**config.mk**
```make
export PLATFORM = sky130hd
export DESIGN_NAME = mcp9808_scheduler_flat
export DESIGN_NICKNAME = d
export VERILOG_FILES = /design/src/rtl/mcp9808_scheduler_pkg.sv /design/src/rtl/mcp9808_scheduler_if.sv /design/src/rtl/mcp9808_poll_timer.sv /design/src/rtl/mcp9808_scheduler.sv /design/src/flat_wrapper.sv
export SDC_FILE = /design/constraint.sdc
export NUM_CORES = 1
export LEC_CHECK = 0
export ABC_AREA = 1
export CAP_MARGIN = 15
export CELL_PAD_IN_SITES_DETAIL_PLACEMENT = 1
export CELL_PAD_IN_SITES_GLOBAL_PLACEMENT = 1
export CORE_ASPECT_RATIO = 0.5
export CORE_MARGIN = 10
export CORE_UTILIZATION = 33
export CTS_CLUSTER_DIAMETER = 60
export DETAILED_ROUTE_END_ITERATION = 8
export HOLD_SLACK_MARGIN = 0.1
export PLACE_DENSITY = 0.8
export SLEW_MARGIN = 0
export SYNTH_ARGS = -nofsm -noshare
export SYNTH_HDL_FRONTEND = slang
export SYNTH_SLANG_ARGS = --single-unit
export TNS_END_PERCENT = 100
```
**constraint.sdc**
```tcl
create_clock -name clk_i -period 1.95 [get_ports clk_i]
set_clock_uncertainty 0.2 [all_clocks]
set_input_delay 0.39 -clock clk_i [delete_from_list [all_inputs] [get_ports clk_i]]
set_output_delay 0.39 -clock clk_i [all_outputs]
set_load 0.05 [all_outputs]
```
**src/rtl/mcp9808_scheduler_pkg.sv**
```systemverilog
// Shared encodings for the MCP9808 scheduler: FSM states, request kinds and
// boundary-register select codes as the sensor interface block defines them.
package mcp9808_pkg;

    typedef enum logic [1:0] {
        ST_IDLE  = 2'd0,
        ST_ISSUE = 2'd1,
        ST_BUSY  = 2'd2,
        ST_GUARD = 2'd3
    } state_e;

    typedef enum logic [1:0] {
        REQ_SD  = 2'd0,
        REQ_BND = 2'd1,
        REQ_RES = 2'd2,
        REQ_RD  = 2'd3
    } req_e;

    typedef enum logic [1:0] {
        BND_NONE  = 2'b00,
        BND_LOWER = 2'b01,
        BND_UPPER = 2'b10,
        BND_CRIT  = 2'b11
    } bnd_sel_e;

    function automatic logic [15:0] pack_sample(input logic [2:0]  tcomp,
                                                input logic        tsign,
                                                input logic [11:0] tval);
        return {tcomp, tsign, tval};
    endfunction

endpackage

```
**src/rtl/mcp9808_scheduler_if.sv**
```systemverilog
// Command/status bus between the scheduler (master) and the MCP9808
// interface block (slave).
interface mcp9808_scheduler_if;
    logic        s_ready;
    logic [11:0] s_tval;
    logic        s_tsign;
    logic [2:0]  s_tcomp;
    logic        s_update;
    logic [1:0]  s_twrite;
    logic [10:0] s_tin;
    logic [1:0]  s_res;
    logic        s_shdn;

    modport master (
        input  s_ready, s_tval, s_tsign, s_tcomp,
        output s_update, s_twrite, s_tin, s_res, s_shdn
    );

    modport slave (
        output s_ready, s_tval, s_tsign, s_tcomp,
        input  s_update, s_twrite, s_tin, s_res, s_shdn
    );
endinterface

```
**src/rtl/mcp9808_poll_timer.sv**
```systemverilog
// Periodic read timer: free-runs while enabled and raises a coalesced pending
// flag on each wrap or on an immediate-read pulse; the flag clears at grant.
module mcp9808_poll_timer #(
    parameter logic [23:0] POLL_DIV = 24'd10_000_000
) (
    input  logic clk_i,
    input  logic rst_ni,
    input  logic poll_en_i,
    input  logic rd_now_i,
    input  logic grant_i,
    output logic pend_o
);
    logic [23:0] cnt_q, cnt_d;
    logic        pend_q, pend_d;
    logic        wrap;

    always_comb begin
        wrap = poll_en_i && (cnt_q >= POLL_DIV - 24'd1);
        if (!poll_en_i || wrap) begin
            cnt_d = '0;
        end else begin
            cnt_d = cnt_q + 24'd1;
        end
        // A new request arriving in the grant cycle survives the clear.
        pend_d = (pend_q && !grant_i) || wrap || rd_now_i;
    end

    always_ff @(posedge clk_i or negedge rst_ni) begin
        if (!rst_ni) begin
            cnt_q  <= '0;
            pend_q <= 1'b0;
        end else begin
            cnt_q  <= cnt_d;
            pend_q <= pend_d;
        end
    end

    assign pend_o = pend_q;
endmodule

```
**src/rtl/mcp9808_scheduler.sv**
```systemverilog
// Fixed-priority sequencer for the MCP9808 interface block: one outstanding
// command at a time, with start/done watchdogs and a ready-stable guard window.
module mcp9808_scheduler
    import mcp9808_pkg::*;
#(
    parameter logic [23:0] POLL_DIV = 24'd10_000_000,
    parameter logic [15:0] START_TO = 16'd4096,
    parameter logic [19:0] DONE_TO  = 20'd500_000,
    parameter logic [3:0]  GUARD    = 4'd8
) (
    input  logic                clk_i,
    input  logic                rst_ni,
    input  logic                poll_en_i,
    input  logic                rd_now_i,
    input  logic                bnd_req_i,
    input  logic [1:0]          bnd_sel_i,
    input  logic [10:0]         bnd_val_i,
    output logic                bnd_ack_o,
    input  logic [1:0]          res_cfg_i,
    input  logic                sd_cfg_i,
    mcp9808_scheduler_if.master sns,
    output logic [15:0]         sample_o,
    output logic                sample_vld_o,
    output logic [2:0]          alarm_o,
    input  logic                alarm_clr_i,
    output logic                timeout_err_o,
    output logic                in_shdn_o
);
    state_e      state_q;
    req_e        kind_q;
    logic [15:0] start_cnt_q;
    logic [19:0] done_cnt_q;
    logic [3:0]  guard_cnt_q;
    logic        upd_q;
    logic [1:0]  twrite_q;
    logic [10:0] tin_q;
    logic [1:0]  res_q;
    logic        shdn_q;
    logic [15:0] sample_q;
    logic        vld_q;
    logic [2:0]  alarm_q;
    logic        terr_q;
    logic        ack_q;
    logic        in_shdn_q;

    logic        poll_pend;
    logic        sd_want, bnd_want, res_want, rd_want;
    logic        grant, grant_rd;
    req_e        req_kind;
    logic [2:0]  alarm_keep;

    mcp9808_poll_timer #(
        .POLL_DIV (POLL_DIV)
    ) u_poll (
        .clk_i     (clk_i),
        .rst_ni    (rst_ni),
        .poll_en_i (poll_en_i),
        .rd_now_i  (rd_now_i),
        .grant_i   (grant_rd),
        .pend_o    (poll_pend)
    );

    always_comb begin
        sd_want  = (sd_cfg_i != shdn_q);
        bnd_want = bnd_req_i && (bnd_sel_i != BND_NONE);
        res_want = (res_cfg_i != res_q);
        rd_want  = poll_pend && !in_shdn_q;
        if (sd_want) begin
            req_kind = REQ_SD;
        end else if (bnd_want) begin
            req_kind = REQ_BND;
        end else if (res_want) begin
            req_kind = REQ_RES;
        end else begin
            req_kind = REQ_RD;
        end
        grant      = (state_q == ST_IDLE) && sns.s_ready &&
                     (sd_want || bnd_want || res_want || rd_want);
        grant_rd   = grant && (req_kind == REQ_RD);
        alarm_keep = alarm_clr_i ? 3'b000 : alarm_q;
    end

    always_ff @(posedge clk_i or negedge rst_ni) begin
        if (!rst_ni) begin
            state_q     <= ST_GUARD;
            kind_q      <= REQ_RD;
            start_cnt_q <= '0;
            done_cnt_q  <= '0;
            guard_cnt_q <= '0;
            upd_q       <= 1'b0;
            twrite_q    <= '0;
            tin_q       <= '0;
            res_q       <= 2'b11;
            shdn_q      <= 1'b0;
            sample_q    <= '0;
            vld_q       <= 1'b0;
            alarm_q     <= '0;
            terr_q      <= 1'b0;
            ack_q       <= 1'b0;
            in_shdn_q   <= 1'b0;
        end else begin
            vld_q   <= 1'b0;
            ack_q   <= 1'b0;
            alarm_q <= alarm_keep;
            case (state_q)
                ST_IDLE: begin
                    if (grant) begin
                        kind_q      <= req_kind;
                        start_cnt_q <= '0;
                        state_q     <= ST_ISSUE;
                        case (req_kind)
                            REQ_SD:  shdn_q <= sd_cfg_i;
                            REQ_BND: begin
                                twrite_q <= bnd_sel_i;
                                tin_q    <= bnd_val_i;
                            end
                            REQ_RES: res_q <= res_cfg_i;
                            REQ_RD:  upd_q <= 1'b1;
                        endcase
                    end
                end
                ST_ISSUE: begin
                    if (!sns.s_ready) begin
                        done_cnt_q <= '0;
                        state_q    <= ST_BUSY;
                    end else if (start_cnt_q >= START_TO - 16'd1) begin
                        terr_q      <= 1'b1;
                        upd_q       <= 1'b0;
                        twrite_q    <= '0;
                        ack_q       <= (kind_q == REQ_BND);
                        guard_cnt_q <= '0;
                        state_q     <= ST_GUARD;
                    end else begin
                        start_cnt_q <= start_cnt_q + 16'd1;
                    end
                end
                ST_BUSY: begin
                    if (sns.s_ready) begin
                        upd_q       <= 1'b0;
                        twrite_q    <= '0;
                        guard_cnt_q <= '0;
                        state_q     <= ST_GUARD;
                        case (kind_q)
                            REQ_RD: begin
                                sample_q <= pack_sample(sns.s_tcomp, sns.s_tsign, sns.s_tval);
                                vld_q    <= 1'b1;
                                alarm_q  <= alarm_keep | sns.s_tcomp;
                            end
                            REQ_BND: ack_q     <= 1'b1;
                            REQ_SD:  in_shdn_q <= shdn_q;
                            default: ;
                        endcase
                    end else if (done_cnt_q >= DONE_TO - 20'd1) begin
                        // Acknowledge aborted boundary writes so the host never stalls.
                        terr_q      <= 1'b1;
                        upd_q       <= 1'b0;
                        twrite_q    <= '0;
                        ack_q       <= (kind_q == REQ_BND);
                        guard_cnt_q <= '0;
                        state_q     <= ST_GUARD;
                    end else begin
                        done_cnt_q <= done_cnt_q + 20'd1;
                    end
                end
                ST_GUARD: begin
                    if (!sns.s_ready) begin
                        guard_cnt_q <= '0;
                    end else if (guard_cnt_q >= GUARD - 4'd1) begin
                        guard_cnt_q <= '0;
                        state_q     <= ST_IDLE;
                    end else begin
                        guard_cnt_q <= guard_cnt_q + 4'd1;
                    end
                end
                default: state_q <= ST_GUARD;
            endcase
        end
    end

    assign sns.s_update  = upd_q;
    assign sns.s_twrite  = twrite_q;
    assign sns.s_tin     = tin_q;
    assign sns.s_res     = res_q;
    assign sns.s_shdn    = shdn_q;
    assign bnd_ack_o     = ack_q;
    assign sample_o      = sample_q;
    assign sample_vld_o  = vld_q;
    assign alarm_o       = alarm_q;
    assign timeout_err_o = terr_q;
    assign in_shdn_o     = in_shdn_q;
endmodule

```
**src/flat_wrapper.sv**
```systemverilog
// flat-port wrapper written by rule: the top's interface ports become plain ports
module mcp9808_scheduler_flat import mcp9808_pkg::*;
#(
    parameter logic [23:0] POLL_DIV = 24'd10_000_000,
    parameter logic [15:0] START_TO = 16'd4096,
    parameter logic [19:0] DONE_TO  = 20'd500_000,
    parameter logic [3:0]  GUARD    = 4'd8
)
  (clk_i, rst_ni, poll_en_i, rd_now_i, bnd_req_i, bnd_sel_i, bnd_val_i, bnd_ack_o, res_cfg_i, sd_cfg_i, sample_o, sample_vld_o, alarm_o, alarm_clr_i, timeout_err_o, in_shdn_o, sns_s_ready, sns_s_tval, sns_s_tsign, sns_s_tcomp, sns_s_update, sns_s_twrite, sns_s_tin, sns_s_res, sns_s_shdn);
  mcp9808_scheduler_if sns_i ();
  input  logic clk_i;
  input  logic rst_ni;
  input  logic poll_en_i;
  input  logic rd_now_i;
  input  logic bnd_req_i;
  input  logic [1:0] bnd_sel_i;
  input  logic [10:0] bnd_val_i;
  output logic bnd_ack_o;
  input  logic [1:0] res_cfg_i;
  input  logic sd_cfg_i;
  output logic [15:0] sample_o;
  output logic sample_vld_o;
  output logic [2:0] alarm_o;
  input  logic alarm_clr_i;
  output logic timeout_err_o;
  output logic in_shdn_o;
  input wire logic [$bits(sns_i.s_ready)-1:0] sns_s_ready;
  input wire logic [$bits(sns_i.s_tval)-1:0] sns_s_tval;
  input wire logic [$bits(sns_i.s_tsign)-1:0] sns_s_tsign;
  input wire logic [$bits(sns_i.s_tcomp)-1:0] sns_s_tcomp;
  output wire logic [$bits(sns_i.s_update)-1:0] sns_s_update;
  output wire logic [$bits(sns_i.s_twrite)-1:0] sns_s_twrite;
  output wire logic [$bits(sns_i.s_tin)-1:0] sns_s_tin;
  output wire logic [$bits(sns_i.s_res)-1:0] sns_s_res;
  output wire logic [$bits(sns_i.s_shdn)-1:0] sns_s_shdn;
  assign sns_i.s_ready = sns_s_ready;
  assign sns_i.s_tval = sns_s_tval;
  assign sns_i.s_tsign = sns_s_tsign;
  assign sns_i.s_tcomp = sns_s_tcomp;
  assign sns_s_update = sns_i.s_update;
  assign sns_s_twrite = sns_i.s_twrite;
  assign sns_s_tin = sns_i.s_tin;
  assign sns_s_res = sns_i.s_res;
  assign sns_s_shdn = sns_i.s_shdn;
  mcp9808_scheduler #(.POLL_DIV(POLL_DIV), .START_TO(START_TO), .DONE_TO(DONE_TO), .GUARD(GUARD)) u_core (.clk_i(clk_i), .rst_ni(rst_ni), .poll_en_i(poll_en_i), .rd_now_i(rd_now_i), .bnd_req_i(bnd_req_i), .bnd_sel_i(bnd_sel_i), .bnd_val_i(bnd_val_i), .bnd_ack_o(bnd_ack_o), .res_cfg_i(res_cfg_i), .sd_cfg_i(sd_cfg_i), .sns(sns_i), .sample_o(sample_o), .sample_vld_o(sample_vld_o), .alarm_o(alarm_o), .alarm_clr_i(alarm_clr_i), .timeout_err_o(timeout_err_o), .in_shdn_o(in_shdn_o));
endmodule
```
== Yosys cells after proc, flatten, opt, wreduce, memory -nomap -nowiden ==
Cells that the tools add are included.

* Logic and storage cells: 147
* Bits of input ports: 39
* Register bits: 109
* Output and inout bits: 40

* Bitwise operators: 1
* Multiplexer cells: 59
* Reductions and logical operators: 37
* $lt $le $gt $ge: 4
* Equality and inequality tests: 24
* $add $sub $neg: 4

{| class="wikitable"
|+ Operator list
! kind !! number
|-
| $mux W20 || 3
|-
| $mux W16 || 3
|-
| $pmux W20 S2 || 1
|-
| $pmux W16 S2 || 1
|-
| $mux W2 || 15
|-
| $add A24 B1 Y24 const B || 1
|-
| $ge A24 B24 Y1 const B || 1
|-
| $mux W24 || 1
|-
| $mux W4 || 6
|-
| $add A20 B1 Y20 const B || 1
|-
| $ge A20 B19 Y1 const B || 1
|-
| $mux W1 || 19
|-
| $add A16 B1 Y16 const B || 1
|-
| $ge A16 B12 Y1 const B || 1
|-
| $ne A2 B2 Y1 const B || 8
|-
| $reduce_and A3 Y1 || 5
|-
| $mux W3 || 4
|-
| $pmux W4 S3 || 1
|-
| $reduce_and A4 Y1 || 3
|-
| $reduce_and A6 Y1 || 2
|-
| $eq A2 B2 Y1 const B || 5
|-
| $reduce_and A5 Y1 || 2
|-
| $ne A2 B1 Y1 const B || 4
|-
| $pmux W2 S4 || 1
|-
| 17 further kinds || 39
|}

== Logic depth before layout (Yosys ltp) ==
Gate-level depths: netlist of run 1.

* Word-level depth: 11
* Depth in mapped cells: 12
* Mapped depth without buffers: 11

== Modules after synthesis ==
From an unflattened synthesis of run 1, not the netlist that was laid out.

* Cells, all modules: 797
* Area, all modules: 6,089.6 µm²

{| class="wikitable"
|+ Modules (own cells, without submodules)
! module !! area an instance (µm²) !! sequential area each (µm²) !! instances !! cells an instance
|-
| mcp9808_scheduler || 4,533.1 || 2,109.5 || 1 || 572
|-
| mcp9808_poll_timer || 1,556.5 || 625.6 || 1 || 225
|}

== Worst setup path after synthesis of run 1 ==
OpenSTA, ideal clock, no wires.

* Path type: register to register
* Start: reg u_core.state_q[0]
* End: reg u_core.start_cnt_q[6]
* Buffers on the path: 2
* Arrival: 1.724 ns
* Path slack: -0.092 ns
* Library setup time: 0.118 ns
* Clock period less this slack: 2.042 ns
* Stages on the path, launching flop included: 13
* Required time: 1.632 ns
* Cells stage by stage: dfstp_2 -> inv_1 -> ha_1 -> buf_2 -> nand2_1 -> clkinv_1 -> o21ai_4 -> nand2_2 -> nand3_4 -> inv_2 -> buf_6 -> nand2_1 -> o21ai_2

* Longest elaborated chain between the ends: 5
* Elaborated cells between the ends (all ways): 10
* Those cells by class: eq/ne: 4; mux: 1; reduce/logical: 5

{| class="wikitable"
|+ RTL lines
! element !! RTL line !! RTL
|-
| start: declaration || mcp9808_scheduler.sv:29 || <nowiki>state_e state_q;</nowiki>
|-
| start signal: assignment || mcp9808_scheduler.sv:85 || <nowiki>state_q <= ST_GUARD;</nowiki>
|-
| start signal: assignment || mcp9808_scheduler.sv:110 || <nowiki>state_q <= ST_ISSUE;</nowiki>
|-
| start signal: assignment || mcp9808_scheduler.sv:125 || <nowiki>state_q <= ST_BUSY;</nowiki>
|-
| $logic_not A2 Y1 || mcp9808_scheduler.sv:77, mcp9808_scheduler.sv:105 ||
|-
| $logic_and A1 B1 Y1 (2 in series) || mcp9808_scheduler.sv:77 || <nowiki>grant = (state_q == ST_IDLE) && sns.s_ready &&</nowiki>
|-
| $ne A2 B1 Y1 (no source line) || n/a ||
|-
| $reduce_and A4 Y1 (no source line) || n/a ||
|-
| end signal: assignment || mcp9808_scheduler.sv:134 || <nowiki>start_cnt_q <= start_cnt_q + 16'd1;</nowiki>
|-
| end: declaration || mcp9808_scheduler.sv:31 || <nowiki>logic [15:0] start_cnt_q;</nowiki>
|}

Several ways; a longest one is shown, not always the timed one.
A chain may end at the register's enable or synchronous reset.

== Worst setup path in the final report of run 1 ==
* Start: reg u_core.state_q[0]
* End: reg u_core.start_cnt_q[2]

The elaborated chain is that of the path after synthesis.

==> reports/results.ini, run 1 <==
[sta]
finalSetupTns_ps=0
slew_viol_final=0
rsz0062_at_grt=true
worstMarginPinSlew_ps=522
hold_viol_final=0
max_freq_mhz=519
slew_headroom=0.652
setup_violations=0
period_needed_ps=1930
finalCritPeriodShare=0.988
hold_ws_ps=278

[placed_design]
place.port_buffers=78
place_area_mm2=0.00725
globalplace.congestion=0.832
dpl.hpwl_um=13200

[setup_path]
crit_buf_inv=1
startpoint=u_core.state_q[0]
critical_path_class=reg -> reg
crit-reg2reg-launch=u_core.state_q[0]
cp.arrival_ps=1970
cp.required_ps=2000
crit_path_top_delay_cell=dfstp_2
path_common_cell=nand3_4
end_kind=flip-flop
crit_fanout=7
worstPathCellList=ha_2, nand3_4, o21ai_2, nand3_4, buf_4, nand2_1, o21ai_0
worstSetupStartpointType=flip-flop
critical-path-max-stage-delay_ps=580
crit_family=flip-flops

[drt]
drt_iter0_markers=154
via_per_inst=4.84
vias=5403
drtPass1Iterations=4
wl_um=18000
wl_per_cell_um=16.2
drc=0
ant_nets=0

[power_and_ir_drop]
ir_drop_mv=0.681
power_uw=9090
power_density_mw_per_mm2=1150
leakagePower_uw=0.00360

[global_route]
grt_pass1_vias=5765
grt_pass1_wl_um=29100
grt_max_degree=36
grt_antenna_before_repair=0
track_usage=0.146
grt-ovfl-total=0

[min_path]
holdCritStartpoint=u_core.start_cnt_q[14]
holdCritPathClass=reg -> reg

[synth]
yosysSeqAreaShare=0.455
synth_ff_type=dfrtp_1
syn-cell-area_mm2=0.00602
synth-edff-count=0
ys_seq_elements=109
syn_inst=749
yosysWarnings=0
syn_area_per_cell_um2=8.03
synth_cell_types=46
synth-async-reset-ratio=1.00
synth.net_count=796

[die]
pin_count=79
row_count=34
initial_core_util=0.342
core-area_mm2=0.0176
die_width_um=211
die_height_um=115
dieArea_mm2=0.0244

[finish]
final_area_mm2=0.00790
area_delta_synth_final_pct=31.2
final_layout_size_suffix_gt1_frac=0.230
num-nets-final=925
antenna_cells=0
final_common_cell=nand2_1
final_util=0.448
final_cell_mix=nand2_1, dfrtp_1, nor2_1, buf_4, inv_1

[cts]
path_clk_slew_ps=80
cts_max_path_buffers=2
cts_root_buffer=clkbuf_16
numCtsBuffers=9
cts_tree=done
htree_levels=3
clk_latency_ps=360
clock-sinks=109

[run]
maxCapViolCount=0

[run_status]
status=finished clean

==> layout make-up <==
class                           count  area, um2
Clock buffer                       10        229
Clock inverter                      6       95.1
Fill cell                        2174       9720
Inverter                           77        298
Multi-Input combinational cell    547       3050
Sequential cell                   109       2740
Tap cell                          234        293
Timing Repair Buffer              133       1190
Timing Repair inverter              1       7.51
==> worst paths after layout <==
path | slack (ps) | depth (start not counted) | endpoint
setup reg to reg | 20 | 7 | u_core.start_cnt_q[2]
setup / recovery | 20 | 7 | u_core.start_cnt_q[2]
hold / removal | 280 | 2 | u_core.start_cnt_q[14]
hold reg to reg | 280 | 2 | u_core.start_cnt_q[14]
max in group asynchronous | 570 | 3 | u_core.sample_vld_o
min in group asynchronous | 330 | 2 | u_core.u_poll.cnt_q[15]
==> logic make-up (layout without fill, tap and decap cells) <==
| kind of cell | after synthesis | in the layout | share of synthesized area |
|---|---|---|---|
| compound gates | 60 | 60 | 0.0653 |
| xor+xnor | 34 | 34 | 0.0495 |
| fa+ha+maj | 8 | 8 | 0.0166 |
| buf+inv | 95 | 227 | 0.0703 |
| flops | 109 | 109 | 0.455 |
| mux | 13 | 13 | 0.0243 |
| simple gates | 430 | 432 | 0.319 |
==> flip-flops by register name (all words and copies together), names as in the netlist <==
register              count
u_core.sns.s_shdn         1
u_core.sns.s_twrite       2
u_core.sns.s_tin         11
u_core.state_q            2
u_core.sample_vld_o       1
u_core.sns.s_res          2
u_core.timeout_err_o      1
u_core.done_cnt_q        20
u_core.bnd_ack_o          1
u_core.start_cnt_q       16
u_core.guard_cnt_q        4
u_core.u_poll.pend_o      1
u_core.kind_q             2
u_core.sample_o          16
u_core.sns.s_update       1
u_core.in_shdn_o          1
u_core.alarm_o            3
u_core.u_poll.cnt_q      24
==> synthesized netlist by cell type, types with 2 or more instances <==
cell / n / share of area
o21ai_2: 17 / 0.025
ha_1: 8 / 0.017
nor3_2: 6 / 0.010
or2_2: 4 / 0.0042
nand3b_1: 2 / 0.0025
o21ai_1: 7 / 0.0058
nand4_1: 21 / 0.022
mux2_2: 3 / 0.0056
nor2_1: 95 / 0.059
nand2_2: 3 / 0.0031
nand3_1: 32 / 0.027
nand3_2: 4 / 0.0067
buf_4: 4 / 0.0050
nand2_1: 226 / 0.14
inv_2: 3 / 0.0019
a21oi_1: 10 / 0.0083
o21bai_1: 2 / 0.0025
inv_1: 72 / 0.045
buf_6: 2 / 0.0037
dfstp_2: 6 / 0.026
or2_1: 8 / 0.0083
nand4_2: 2 / 0.0042
a21oi_2: 2 / 0.0029
clkinv_1: 2 / 0.0012
mux2_1: 10 / 0.019
xor2_1: 27 / 0.039
clkbuf_1: 3 / 0.0019
buf_2: 6 / 0.0050
dfrtp_1: 103 / 0.43
nor2_2: 5 / 0.0052
xnor2_1: 7 / 0.010
o21ai_0: 19 / 0.016
nor3_1: 15 / 0.012
==> metrics by stage <==
stage          std cells  worst slack [ps]
2_1_floorplan        749             -20.7
3_3_place_gp        1085              -234
3_5_place_dp        1085              -327
4_1_cts             1102             -35.6
5_1_grt             1117             -86.9
6_report            1117              23.5
==> timing repair <==
action,4_1_cts,5_1_grt
hold buffers,1,0
buffers inserted,0,11
pin swaps,0,8
endpoints found under the hold margin,24,0
gates resized for setup,5,39
gates cloned,0,4
setup endpoints to repair,43,95
==> report_power, final <==
part	switching, uW	internal (uW)	total, uW	leakage (uW)
combinational	2660	1430	4080	0.00201
sequential	282	2670	2950	0.00144
clock	912	1140	2050	0.000151
==> metal layers <==
| layer | routed length [um] | GRT usage | vias up | part of all wire |
|---|---|---|---|---|
| met1 | 7670 | 0.164 | 2679 | 0.43 |
| met4 | 363 | 0.0407 | 0 | 0.020 |
| met2 | 9630 | 0.279 | 60 | 0.53 |
| li1 | - | - | 2635 | - |
| met5 | 0 | 0 | - | 0 |
| met3 | 372 | 0.0267 | 29 | 0.021 |
==> worst reg2reg max path: stages, from the launching register on <==
cell and delay [ps]:
dfstp_2 580, ha_2 320, nand3_4 140, o21ai_2 110, nand3_4 130, buf_4 190
nand2_1 50, o21ai_0 80
(Power assumes the default switching activity.)
==> inputs of run 2 (changes only) <==
--- a/config.mk
+++ b/config.mk
@@ -12,6 +12,7 @@
 export CORE_ASPECT_RATIO = 0.5
 export CORE_MARGIN = 10
 export CORE_UTILIZATION = 33
+export CTS_BUF_LIST = sky130_fd_sc_hd__clkbuf_4 sky130_fd_sc_hd__clkbuf_8 sky130_fd_sc_hd__clkbuf_16
 export CTS_CLUSTER_DIAMETER = 60
 export DETAILED_ROUTE_END_ITERATION = 8
 export HOLD_SLACK_MARGIN = 0.1
==> run 2 against run 1 <==
Non-clock buffer count unchanged. Design area about the same. Worst hold slack got worse by 0.67 ps. Register-to-register slack about the same. Worst setup slack improved by 1.4 ps. Critical path depth unchanged. Sequential power about the same. Combinational power about the same. Global-route usage about the same. Largest cell class unchanged. Critical endpoint unchanged.
==> reports/results.ini, run 2 (synthesis results as in run 1) <==
[die]
core-area_mm2=0.0176  ; unchanged
pin_count=79  ; unchanged
die_height_um=115  ; unchanged
initial_core_util=0.342  ; unchanged
dieArea_mm2=0.0244  ; unchanged
die_width_um=211  ; unchanged
row_count=34  ; unchanged

[finish]
final_layout_size_suffix_gt1_frac=0.231  ; +0.00113
regMostFlops=u_core.u_poll.cnt_q
fillers=2175  ; +0.046%
largest_reg_flops=24  ; unchanged
area_delta_synth_final_pct=31.3  ; about the same
final_common_cell=nand2_1
top_regs=u_core.u_poll.cnt_q (24), u_core.done_cnt_q (20)
antenna_cells=0  ; unchanged
final_cell_mix=nand2_1, dfrtp_1, nor2_1, buf_4, inv_1
final_util=0.449  ; about the same
num-nets-final=925  ; unchanged
final_cells=1117  ; unchanged

[drt]
vias=5387  ; -0.30%
wl_per_cell_um=16.1  ; about the same
ant_nets=0  ; unchanged
drt_iter0_markers=138  ; -10%
wl_um=18000  ; about the same
drc=0  ; unchanged
via_per_inst=4.82  ; -0.30%
drtPass1Iterations=4  ; unchanged

[global_route]
grt_antenna_before_repair=0  ; unchanged
grt_pass1_wl_um=29200  ; about the same
track_usage=0.146  ; +0.000175
grt-ovfl-total=0  ; unchanged
grt_pass1_vias=5751  ; -0.24%
grt_max_degree=36  ; unchanged

[setup_path]
end_kind=flip-flop
critical-path-max-stage-delay_ps=580  ; about the same
crit_fanout=7  ; unchanged
worstSetupStartpointType=flip-flop
path_common_cell=nand3_4
worstPathCellList=ha_2, nand3_4, o21ai_2, nand3_4, buf_4, nand2_1, o21ai_0
r2r_slack_ps=20  ; about the same
critical_path_class=reg -> reg
cp.required_ps=1990  ; about the same
cp.arrival_ps=1970  ; about the same
crit_path_top_delay_cell=dfstp_2

[sta]
rsz0062_at_grt=true
finalSetupTns_ps=0  ; unchanged
slew_headroom=0.653  ; +0.000825
hold_viol_final=0  ; unchanged
slew_viol_final=0  ; unchanged
setup_violations=0  ; unchanged
period_needed_ps=1930  ; -1.42 ps
setup_ws_ps=25.0  ; +1.42 ps
worstMarginPinSlew_ps=521  ; -1.24 ps
finalCritPeriodShare=0.987  ; about the same
max_freq_mhz=519  ; about the same

[cts]
cts_root_buffer=clkbuf_16
clock-sinks=109  ; unchanged
path_clk_slew_ps=80  ; about the same
cts_max_path_buffers=2  ; unchanged
htree_levels=3  ; unchanged
cts_tree=done
clk_latency_ps=360  ; about the same
numCtsBuffers=9  ; unchanged

[placed_design]
globalplace.congestion=0.832  ; unchanged
preCtsSetupSlack_ps=-327  ; unchanged
place_inst=1085  ; unchanged
dpl.hpwl_um=13200  ; unchanged
place.port_buffers=78  ; unchanged

[run]
maxCapViolCount=0  ; unchanged

[power_and_ir_drop]
power_uw=9100  ; +0.11%
power_density_mw_per_mm2=1150  ; about the same
leakagePower_uw=0.00361  ; +0.12%
ir_drop_mv=0.679  ; -0.21%

[run_status]
status=finished clean

[min_path]
holdCritPathClass=reg -> reg

-- run 2: routing by layer --
layer / routed length, um / up-vias / track usage / share of wire
met5: 0 / - / 0 / 0
met4: 361 / 0 / 0.0403 / 0.020
met2: 9640 / 48 / 0.280 / 0.53
met3: 353 / 30 / 0.0267 / 0.020
li1: - / 2633 / - / -
met1: 7680 / 2676 / 0.164 / 0.43
-- run 2: final timing paths --
path,startpoint,end,cells past startpoint
min,u_core.start_cnt_q[14],u_core.start_cnt_q[14],2
max reg2reg,u_core.state_q[0],u_core.start_cnt_q[2],7
max,u_core.state_q[0],u_core.start_cnt_q[2],7
min in group asynchronous,rst_ni,u_core.u_poll.cnt_q[15],2
min reg2reg,u_core.start_cnt_q[14],u_core.start_cnt_q[14],2
max in group asynchronous,rst_ni,u_core.sample_o[15],3
-- run 2: final cells by class --
cell class	count	area [um2]	area share
Multi-Input combinational cell	547	3050	0.386
Tap cell	234	293	0.0370
Clock buffer	10	233	0.0294
Sequential cell	109	2740	0.346
Clock inverter	6	95.1	0.0120
Timing Repair Buffer	133	1190	0.151
Timing Repair inverter	1	7.51	0.000950
Inverter	77	298	0.0377
-- run 2: metrics by stage --
stage	cell area [um2]	hold WS (ps)
2_1_floorplan	6030	-106
3_3_place_gp	7250	192
3_5_place_dp	7250	195
4_1_cts	7610	275
5_1_grt	7900	319
6_report	7900	278
-- run 2: repair_timing --
item,4_1_cts,5_1_grt
endpoints found under the setup margin,43,95
hold buffers,1,0
endpoints found under the hold margin,24,0
gates cloned,0,4
gates resized for setup,5,40
buffers inserted,0,11
pin swaps,0,8
-- run 2: critical path, delay by kind of cell, from the launching register on --
family                     cells  cell delay [ps]
AOI/OAI and AO/OA              2              190
adders and majority gates      1              320
buffers and inverters          1              190
DFF                            1              580
and+or+nand+nor                3              320
-- run 2: report_power, final --
| part | leakage [uW] | internal, uW | switching (uW) |
|---|---|---|---|
| Sequential | 0.00144 | 2670 | 282 |
| Combinational | 0.00201 | 1430 | 2650 |
| Clock | 0.000155 | 1160 | 911 |
| Total | 0.00361 | 5260 | 3850 |
==> inputs of run 3 (changes only) <==
--- a/config.mk
+++ b/config.mk
@@ -14,6 +14,7 @@
 export CORE_UTILIZATION = 33
 export CTS_BUF_LIST = sky130_fd_sc_hd__clkbuf_4 sky130_fd_sc_hd__clkbuf_8 sky130_fd_sc_hd__clkbuf_16
 export CTS_CLUSTER_DIAMETER = 60
+export CTS_CLUSTER_SIZE = 24
 export DETAILED_ROUTE_END_ITERATION = 8
 export HOLD_SLACK_MARGIN = 0.1
 export PLACE_DENSITY = 0.8
==> results of run 3 <==
Final layout, timing and power as in run 2 (identical DEF).
